===== src/rtl/flash_sample_fetcher.sv =====
// flash_sample_fetcher
//   Streams 16-bit audio samples out of 32-bit flash words. An Avalon-MM read
//   master fetches one word at a time. The two half-words are then released
//   one per sample tick, in an order chosen by the playback direction.
//
// Ports
//   clk, rst                 system clock, asynchronous active-high reset
//   sample_freq_div [31:0]   sample period in clk cycles (0 and 1 act as 2)
//   pause                    freezes the tick counter and the sample output
//   forward                  1 = ascending word addresses, 0 = descending
//   fetcher_reset            pulse: restart at the image start for the direction
//   flash_mem_*              Avalon-MM read master (read, address, waitrequest,
//                            readdata, readdatavalid)
//   audio_data [15:0]        current sample, held between ticks
//   audio_valid              one-cycle pulse when audio_data updates
//   underrun                 one-cycle pulse when a tick finds no sample ready
module flash_sample_fetcher #(
  parameter int unsigned          ADDR_W    = 23,
  parameter logic [ADDR_W-1:0]    LAST_ADDR = 23'h7FFFF
) (
  input  logic              clk,
  input  logic              rst,
  input  logic [31:0]       sample_freq_div,
  input  logic              pause,
  input  logic              forward,
  input  logic              fetcher_reset,
  output logic              flash_mem_read,
  output logic [ADDR_W-1:0] flash_mem_address,
  input  logic              flash_mem_waitrequest,
  input  logic [31:0]       flash_mem_readdata,
  input  logic              flash_mem_readdatavalid,
  output logic [15:0]       audio_data,
  output logic              audio_valid,
  output logic              underrun
);

  localparam logic [ADDR_W-1:0] ADDR_ONE = ADDR_W'(1);

  typedef enum logic [2:0] {
    IDLE,
    REQ,
    WAIT_DATA,
    SLOT0,
    SLOT1
  } state_t;

  state_t            state, state_n;
  logic [31:0]       cnt, cnt_n;
  logic [31:0]       div_eff;
  logic              tick;
  logic [ADDR_W-1:0] addr_n;
  logic [31:0]       word, word_n;
  logic              word_fwd, word_fwd_n;
  logic              rst_pend, rst_pend_n;
  logic              restart;
  logic              read_n;
  logic [15:0]       audio_data_n;
  logic              audio_valid_n;
  logic              underrun_n;

  always_ff @(posedge clk or posedge rst) begin
    if (rst) begin
      state             <= IDLE;
      cnt               <= '0;
      word              <= '0;
      word_fwd          <= 1'b0;
      rst_pend          <= 1'b0;
      flash_mem_read    <= 1'b0;
      flash_mem_address <= '0;
      audio_data        <= '0;
      audio_valid       <= 1'b0;
      underrun          <= 1'b0;
    end else begin
      state             <= state_n;
      cnt               <= cnt_n;
      word              <= word_n;
      word_fwd          <= word_fwd_n;
      rst_pend          <= rst_pend_n;
      flash_mem_read    <= read_n;
      flash_mem_address <= addr_n;
      audio_data        <= audio_data_n;
      audio_valid       <= audio_valid_n;
      underrun          <= underrun_n;
    end
  end

  always_comb begin
    div_eff = (sample_freq_div < 32'd2) ? 32'd2 : sample_freq_div;
    // Compare against the live divider so a shrinking period never waits
    // for the counter to overflow.
    tick    = !pause && (cnt >= div_eff - 32'd1);

    state_n       = state;
    cnt_n         = pause ? cnt : (tick ? '0 : cnt + 32'd1);
    addr_n        = flash_mem_address;
    word_n        = word;
    word_fwd_n    = word_fwd;
    rst_pend_n    = rst_pend;
    restart       = 1'b0;
    audio_data_n  = audio_data;
    audio_valid_n = 1'b0;
    underrun_n    = 1'b0;

    case (state)
      IDLE: begin
        underrun_n = tick;
        state_n    = REQ;
        restart    = fetcher_reset;
      end
      REQ: begin
        underrun_n = tick;
        if (fetcher_reset) rst_pend_n = 1'b1;
        if (!flash_mem_waitrequest) state_n = WAIT_DATA;
      end
      WAIT_DATA: begin
        underrun_n = tick;
        // A read cannot be abandoned, so a restart requested during the
        // transaction takes effect when the data strobe retires it.
        if (flash_mem_readdatavalid) begin
          if (rst_pend || fetcher_reset) begin
            restart = 1'b1;
          end else begin
            word_n     = flash_mem_readdata;
            word_fwd_n = forward;
            state_n    = SLOT0;
          end
        end else if (fetcher_reset) begin
          rst_pend_n = 1'b1;
        end
      end
      SLOT0: begin
        if (fetcher_reset) begin
          restart = 1'b1;
        end else if (tick) begin
          audio_data_n  = word_fwd ? word[15:0] : word[31:16];
          audio_valid_n = 1'b1;
          state_n       = SLOT1;
        end
      end
      SLOT1: begin
        if (fetcher_reset) begin
          restart = 1'b1;
        end else if (tick) begin
          audio_data_n  = word_fwd ? word[31:16] : word[15:0];
          audio_valid_n = 1'b1;
          state_n       = REQ;
          if (word_fwd)
            addr_n = (flash_mem_address == LAST_ADDR) ? '0 : flash_mem_address + ADDR_ONE;
          else
            addr_n = (flash_mem_address == '0) ? LAST_ADDR : flash_mem_address - ADDR_ONE;
        end
      end
      default: state_n = IDLE;
    endcase

    if (restart) begin
      addr_n     = forward ? '0 : LAST_ADDR;
      state_n    = REQ;
      cnt_n      = '0;
      word_n     = '0;
      rst_pend_n = 1'b0;
    end

    // Registered read strobe tracks the REQ state exactly.
    read_n = (state_n == REQ);
  end

endmodule


===== config.mk =====
export PLATFORM = sky130hd
export DESIGN_NAME = flash_sample_fetcher
export DESIGN_NICKNAME = d
export VERILOG_FILES = /design/src/rtl/flash_sample_fetcher.sv
export SDC_FILE = /design/constraint.sdc
export NUM_CORES = 1
export LEC_CHECK = 0
export CAP_MARGIN = 25
export CELL_PAD_IN_SITES_DETAIL_PLACEMENT = 0
export CELL_PAD_IN_SITES_GLOBAL_PLACEMENT = 1
export CORE_ASPECT_RATIO = 1.2
export CORE_MARGIN = 5
export CORE_UTILIZATION = 42
export DETAILED_ROUTE_END_ITERATION = 10
export GPL_ROUTABILITY_DRIVEN = 0
export PLACE_DENSITY_LB_ADDON = 0.05
export REMOVE_ABC_BUFFERS = 1
export SYNTH_ARGS = -nofsm -noshare
export SYNTH_HDL_FRONTEND = slang
export SYNTH_SLANG_ARGS = --single-unit

===== constraint.sdc =====
create_clock -name clk -period 6 [get_ports clk]
set_input_delay 1.8 -clock clk [delete_from_list [all_inputs] [get_ports clk]]
set_output_delay 1.8 -clock clk [all_outputs]
set_load 0.05 [all_outputs]

# ---- Yosys cells after proc, flatten, opt, wreduce, memory -nomap -nowiden
# Index checks and enable logic that the tools add are counted.
dict set report word_totals {
  input_bits 71
  regBits 111
  elab_cells 93
}
dict set report classes {
  reduce_logical 18
  n_eq_ne 14
  add_sub_neg 4
  muxes 44
  bitwise_logic 1
  n_lt_le_gt_ge 2
}
# operator count
set op_table {}
lappend op_table {{$mux 32} 8}
lappend op_table {{$mux 23} 7}
lappend op_table {{$mux 16} 6}
lappend op_table {{$add 32x1->32 const B} 1}
lappend op_table {{$ge 32x32->1} 1}
lappend op_table {{$lt 32x2->1 const B} 1}
lappend op_table {{$pmux 16 s2} 1}
lappend op_table {{$sub 32x1->32 const B} 1}
lappend op_table {{$mux 3} 8}
lappend op_table {{$add 23x1->23 const B} 1}
lappend op_table {{$eq 23x19->1 const B} 1}
lappend op_table {{$logic_not 23->1} 1}
lappend op_table {{$sub 23x1->23 const B} 1}
lappend op_table {{$mux 19} 1}
lappend op_table {{$pmux 3 s5} 1}
lappend op_table {{$mux 1} 10}
lappend op_table {{$ne 2x2->1 const B} 5}
lappend op_table {{$reduce_bool 2->1} 5}
lappend op_table {{$reduce_and 3->1} 3}
lappend op_table {{$eq 3x1->1 const B} 2}
lappend op_table {{$eq 3x2->1 const B} 2}
lappend op_table {{$reduce_and 5->1} 1}
lappend op_table {{$ne 2x1->1 const B} 2}
lappend op_table {{$eq 3x3->1 const B} 1}
lappend op_table {{other kinds (12)} 12}

# ---- Logic depth before layout (Yosys ltp)
# Gate-level depths: netlist (run 1).
dict set report logic_depth {
  word_depth 10
  ltp_mapped 22
  ltp_nobuf 20
}

# ---- Worst setup path after synthesis (run 1)
# No wires, ideal clock.
dict set report synth_path {
  path_kind {input-to-reg}
  startpoint {in sample_freq_div[8]}
  endpoint {reg audio_data[0]}
  path_stages 21
  slack_ns -0.971
  required_time_ns 5.875
  setup_ns 0.125
  t_arrival_ns 6.846
  cell_sequence {or4_4 or4_4 nor4b_4 nand4_2 o21ai_0 ha_1 nand2_1 nor3_2 nand2b_1 nor4_4 nand3b_1 xor2_1 ha_1 nand2_1 nor3_1 nand2_1 o22ai_1 a21oi_1 a211oi_2 buf_2 mux2_2}
}
dict set report synth_via {
  elab_chain_len 7
}
# element line_no
set synth_rtl {}
lappend synth_rtl {{start, declared} 23} ;# input logic [31:0] sample_freq_div,
lappend synth_rtl {{$lt 32x2->1} 88} ;# div_eff = (sample_freq_div < 32'd2) ? 32'd2 : sample_freq_div;
lappend synth_rtl {{$mux 32 (*)} 88}
lappend synth_rtl {{$sub 32x1->32 (*)} 91} ;# tick = !pause && (cnt >= div_eff - 32'd1);
lappend synth_rtl {{$ge 32x32->1 (*)} 91}
lappend synth_rtl {{$logic_and 1x1->1 (*)} 91}
lappend synth_rtl {{$ne 2x2->1 (no line)} -}
lappend synth_rtl {{$reduce_and 5->1 (no line) (*)} -}
lappend synth_rtl {{end signal, assigned} 81} ;# audio_data <= audio_data_n;
lappend synth_rtl {{end, declared} 32} ;# output logic [15:0] audio_data,
# Mark *: on every way between the ends. The rest lies on a longest branch, timed or not.
# A chain may end at the register's enable or synchronous reset.

# ---- Worst setup path in the final report (run 1)
dict set report layout_path {
  startpoint {in sample_freq_div[7]}
  endpoint {reg audio_data[3]}
}
# The elaborated chain is that of the path after synthesis.

==> results.cfg, run 1 <==
[grt]
grt_usage = 0.2274
grt_first_pass_wirelength_um = 39460
grt_pass1_vias = 7852
antenna_found_initial = 0
grt-ovfl-total = 0
grt_max_degree = 78

[layout]
layout-drive-gt1-share = 0.2155
stdcell_area_um2 = 10540
num-nets-final = 1175
layout_common_cells = 111 x dfrtp_1, 106 x nand2_1, 105 x clkdlybuf4s50_1, 72 x buf_4, 61 x a21oi_1
antennaDiodeCount = 0
fin_util = 0.5823
n_fill_cell = 1659
final_common_cell = dfrtp_1
area_delta_synth_final_pct = 36.91
layoutNonFillerInstCount = 1296

[setup_path]
start_kind = input port
reg2reg_to = flash_mem_address[7]
required_ns = 6.25
worst-endpoint-arrival_ns = 6.43
ff2ff_setup_slack_ns = 2.89
crit_top_cell = nand2_2
r2r_start = flash_mem_address[1]
timing.critical_path.slowest_stage_cell = or4_4
critPathMaxFanout = 5
cp_slowest_stage_delay_ns = 0.52
crit_chain = buf_6 > or4_4 > or4_4 > nor4b_4 > nand4_4 > o21ai_2 > ha_2 > nand2_2 > nor3_4 > nand2b_1 > nor4_4 > buf_4 > nand3b_1 > xor2_1 > ha_1 > nand2_2 > nor2_4 > nand2_2 > o22ai_4 > a21oi_4 > a211oi_4 > buf_6 > buf_12 > mux2_4
critical_path.top_delay_family = simple AND/OR/NAND/NOR gates
crit_buf_inv = 4
ff2ff_path_depth = 8
end_kind = flop
worstSetupPathType = input port to flop

[hold_path]
whs_endpoint = audio_data[0]
min_path_type = flop to flop
whs_path_depth = 1
hp-start = audio_data[0]

[sta]
fin_crit_ns = 6.181
setup-tns-final_ns = -8.509
clock.fmax_mhz = 161.8
max_slew.worst_pin.slew_ns = 0.7643
report.final.slew_viol_count = 0
relSlewSlack = 0.4858
setup_slack_ns = -0.1811
rsz0062_at_grt = yes
hold_viol = 0
fin_crit_sh = 1.030
setup_viol = 73
finClkSkew_ns = 0.008690

[power_and_ir_drop]
powerDensity_nw_per_um2 = 314.8
irDropWorstVdd_mv = 0.1849
leakage_nw = 4.256

[synthesis]
yosysUniqueCellTypes = 59
synthXorXnorAreaFrac = 0.07051
synthMuxAreaShare = 0.05654
synth_compound_gate_area_share = 0.1639
syn_area_um2 = 7701
syn_inst = 896
synth_top_family_by_area = simple AND/OR/NAND/NOR gates
synthFlopType = dfrtp_1
synthSimpleGateAreaFrac = 0.2455
ys_async_sr_fraction = 1.000
yosysSeqAreaShare = 0.3607
syn_area_per_cell_um2 = 8.595
synth_edf_count = 0
synth_adder_area_share = 0.06011
ys_ff_latch = 111
synth_warnings = 0

[clock_tree]
postCtsHoldBufs = 0
tritoncts = yes
cts-root-buf = clkbuf_16
clock_latency_ns = 0.36
clkSinkCount = 111
cts.reportedPaths.clkPinSlew_ns = 0.08
cts_htree_levels = 3
numCtsBuffers = 9
clk_path_buf_depth = 2

[detailed_routing]
route.detailed.drc = 0
totalWireLength_um = 23620
dr.pass1.iters = 5
wl_per_cell_um = 18.22
viasPerCell = 5.851
antenna_left = 0
drt_iter0_drc = 452
vias = 7583

[placed_design]
io_buffer_count = 112
dp_hpwl_um = 16810
preCtsSetupSlack_ns = -1.356
place_area_um2 = 9512
dp_cells = 1251

[flow_run]
max_cap_violations = 0

[die]
num_io_pins = 113
die_area_um2 = 21160
die_x_um = 133.6
core_um2 = 18110
dieHeight_um = 158.3
initial_utilization = 0.4253
rows = 54

[outcome]
violations = negative setup slack
status = finished, violations left
where the power goes:
part | switching (W) | leakage, nW | internal, W | total (W)
clock | 0.000311 | 0.139 | 0.000294 | 0.000605
sequential | 0.000238 | 1.48 | 0.000854 | 0.00109
combinational | 0.000932 | 2.64 | 0.000690 | 0.00162
final cells by class:
cell class	instances	area, um^2	share of cell area
Multi-Input combinational cell	704	4982	0.4725
Sequential cell	111	2778	0.2634
Timing Repair Buffer	217	2121	0.2011
Tap cell	224	280.3	0.02658
Clock buffer	10	229.0	0.02172
Inverter	24	92.59	0.008781
Clock inverter	6	61.31	0.005815
synth_stat cells, drive strengths merged (5+ instances only):
cell type	count	area share
dfrtp	111	0.36
or4	17	0.018
inv	24	0.012
and4	6	0.0068
ha	37	0.060
nor3	41	0.027
nor4	22	0.021
nand3	31	0.020
xnor2	40	0.045
a31oi	21	0.017
a211oi	10	0.010
a221o	6	0.0078
or3	12	0.0097
buf	11	0.0086
o31ai	9	0.0088
a21o	7	0.0068
o21ai	39	0.025
and2	5	0.0041
nand4	18	0.015
nand2	112	0.055
xor2	22	0.025
nor4b	7	0.0099
o211ai	17	0.017
mux2	36	0.053
a21oi	68	0.044
and3	10	0.0081
clkbuf	46	0.022
nor2	63	0.031
metal layers:
layer | vias to the layer above | part of all wire | GRT usage
li1 | 3630 | - | -
met3 | 41 | 0.041 | 0.02465
met1 | 3696 | 0.41 | 0.2770
met5 | - | 0 | 0
met2 | 216 | 0.53 | 0.4187
met4 | 0 | 0.020 | 0.08133
worst reg2reg max path: stages (launching register included):
cell and delay, ns:
dfrtp_1 0.51, ha_1 0.30, and3_1 0.27, nand3_1 0.29, nor4_1 0.69, nand2_1 0.30, a31oi_1 0.27, a21oi_1 0.09
mux2_4 0.29
worst max-delay path by stage:
stage                        from                     to  slack, ns  depth (start not counted)
6_report       sample_freq_div[7]          audio_data[3]      -0.18                         24
5_1_grt        sample_freq_div[7]  flash_mem_address[19]      -0.45                         26
4_1_cts        sample_freq_div[7]         audio_data[13]      -0.34                         25
3_5_place_dp   sample_freq_div[8]                 cnt[3]      -1.36                         23
3_3_place_gp   sample_freq_div[8]                 cnt[9]      -1.11                         23
2_1_floorplan  sample_freq_div[8]  flash_mem_address[12]      -1.35                         20
what timing repair did:
action	in CTS	in global routing
buffers inserted	23	2
resized for setup	126	28
gates cloned	3	0
pin swaps	47	16
endpoints found under the setup margin	77	77
metrics by stage:
step	hold slack (ns)	total power, W
final	0.5228	0.003319
after global routing	0.5338	0.003509
after CTS	0.5240	0.003293
after detailed placement	0.5029	0.002545
after global placement	0.4975	0.002494
after floorplan	0.4835	0.001952
cell families (layout without fill, tap and decap cells):
family | Yosys count | after routing
AND/OR/NAND/NOR | 365 | 365
AO/OA/AOI/OAI | 201 | 201
flip-flops | 111 | 111
buffers and inverters | 81 | 257
XOR/XNOR | 62 | 62
multiplexers | 39 | 39
adder cells (fa/ha/maj) | 37 | 37
registers in the layout (all words and copies together) (netlist names):
name               flops
cnt                   32
flash_mem_read         1
state                  3
flash_mem_address     23
underrun               1
word                  32
rst_pend               1
audio_data            16
audio_valid            1
word_fwd               1
Note: power is estimated with default switching activity, not from simulation.
==> inputs of run 2 (changes only) <==
GPL_ROUTABILITY_DRIVEN = 1   (was 0)
==> run 2 against run 1 <==
The run still ends with negative setup slack left. Register-to-register slack better by 0.07 ns. Maximum frequency is 2.4% lower. Global-route usage is 0.21 points lower. Sequential share of layout area is 0.33 points lower. Critical path depth is 6 higher. Die area stayed put. Cell count is 0.69% higher. Critical path type unchanged. Critical endpoint is now flash_mem_address[22]. Highest routed layer unchanged.
==> results.cfg, run 2 (same netlist as run 1, synthesis figures left out) <==
[outcome]
status = finished, violations left
violations = negative setup slack

[layout]
n_fill_cell = 1632
fin_util = 0.5898
layout_common_cells = 111 x dfrtp_1, 106 x nand2_1, 104 x clkdlybuf4s50_1, 79 x buf_4, 62 x a21oi_1
num-nets-final = 1184
final_common_cell = dfrtp_1
layout-drive-gt1-share = 0.2294
stdcell_area_um2 = 10680
antennaDiodeCount = 0
area_delta_synth_final_pct = 38.67
layoutNonFillerInstCount = 1305
reg_top3 = cnt (32), word (32), flash_mem_address (23)

[clock_tree]
clkSinkCount = 111
postCtsHoldBufs = 0
cts-root-buf = clkbuf_16
tritoncts = yes
clock_latency_ns = 0.37
cts_htree_levels = 3
cts.reportedPaths.clkPinSlew_ns = 0.08
numCtsBuffers = 9
clk_path_buf_depth = 2

[setup_path]
r2r_start = flash_mem_address[1]
ff2ff_setup_slack_ns = 2.96
start_kind = input port
worstSetupPathType = input port to flop
cp_slowest_stage_delay_ns = 0.52
reg2reg_to = flash_mem_address[1]
worst-endpoint-arrival_ns = 6.58
crit_top_cell = buf_4
end_kind = flop
critPathMaxFanout = 4
timing.critical_path.slowest_stage_cell = or4_4
ff2ff_path_depth = 8
required_ns = 6.24

[hold_path]
hp-start = word[8]
whs_endpoint = word[8]
min_path_type = flop to flop
whs_path_depth = 2

[detailed_routing]
dr.pass1.iters = 5
drt_iter0_drc = 571
totalWireLength_um = 23620
wl_per_cell_um = 18.10
antenna_left = 0
route.detailed.drc = 0
vias = 7651
viasPerCell = 5.863

[sta]
clock.fmax_mhz = 157.9
hold_viol = 0
setup_viol = 75
max_slew.worst_pin.slew_ns = 0.7827
rsz0062_at_grt = yes
finClkSkew_ns = 0.01607
setup_slack_ns = -0.3327
fin_crit_ns = 6.333
relSlewSlack = 0.4734
fin_crit_sh = 1.055
report.final.slew_viol_count = 0

[grt]
grt_pass1_vias = 7970
grt-ovfl-total = 0
grt_usage = 0.2253
grt_max_degree = 83
grt_first_pass_wirelength_um = 39390
antenna_found_initial = 0

[die]
dieHeight_um = 158.3
die_x_um = 133.6
core_um2 = 18110
die_area_um2 = 21160
num_io_pins = 113
initial_utilization = 0.4253
rows = 54

[flow_run]
max_cap_violations = 0

[placed_design]
place_area_um2 = 9519
dp_cells = 1252
dp_hpwl_um = 16520
preCtsSetupSlack_ns = -1.401
io_buffer_count = 112
gp_congestion = 0.9115

[power_and_ir_drop]
leakage_nw = 4.331
irDropWorstVdd_mv = 0.2106
powerDensity_nw_per_um2 = 320.5
-- run 2: report_power, final --
group	internal (W)	switching (W)
Clock	0.000336	0.000307
Combinational	0.000730	0.000962
Sequential	0.000854	0.000234
-- run 2: metal layers --
metal  part of all wire  wire length [um]  track usage  up-vias
met1               0.41              9756       0.2697     3735
li1                   -                 -            -     3651
met2               0.53             12430       0.4184      233
met5                  0                 0            0        -
met4              0.017               394      0.07594        0
met3              0.044              1037      0.03003       32
-- run 2: what timing repair did --
action	in CTS	in global routing
endpoints found under the setup margin	77	77
gates cloned	2	1
resized for setup	107	48
pin swaps	52	30
buffers inserted	50	4
-- run 2: worst max path at each step --
stage / startpoint / to / depth (start not counted) / slack [ns]
after floorplan: sample_freq_div[8] / flash_mem_address[12] / 20 / -1.35
after detailed placement: sample_freq_div[8] / cnt[6] / 23 / -1.40
after global placement: sample_freq_div[8] / cnt[9] / 22 / -1.12
after CTS: sample_freq_div[6] / cnt[6] / 24 / -0.48
after global routing: sample_freq_div[6] / flash_mem_address[22] / 30 / -0.49
final: sample_freq_div[6] / flash_mem_address[22] / 30 / -0.33
-- run 2: worst max-delay path: cells and delay by family --
family | cells | cell delay (ns)
simple gates | 6 | 1.76
compound gates | 6 | 1.12
buf+inv | 17 | 1.73
fa+ha+maj | 1 | 0.18
-- run 2: layout make-up --
class	count	area (um^2)	share of cell area
multi-input combinational	704	5032	0.4712
clock buffer	10	229.0	0.02144
sequential	111	2778	0.2601
timing repair buffer	226	2178	0.2040
inverter	24	92.59	0.008670
tap	224	280.3	0.02624
clock inverter	6	88.84	0.008319
-- run 2: stage by stage --
stage | total power [W] | hold WS [ns] | setup TNS (ns)
global placement | 0.002501 | 0.4935 | -75.48
global route | 0.003621 | 0.5308 | -28.16
CTS | 0.003357 | 0.5234 | -26.88
finish | 0.003423 | 0.5224 | -14.02
detailed placement | 0.002545 | 0.5013 | -95.20
floorplan | 0.001952 | 0.4835 | -67.10
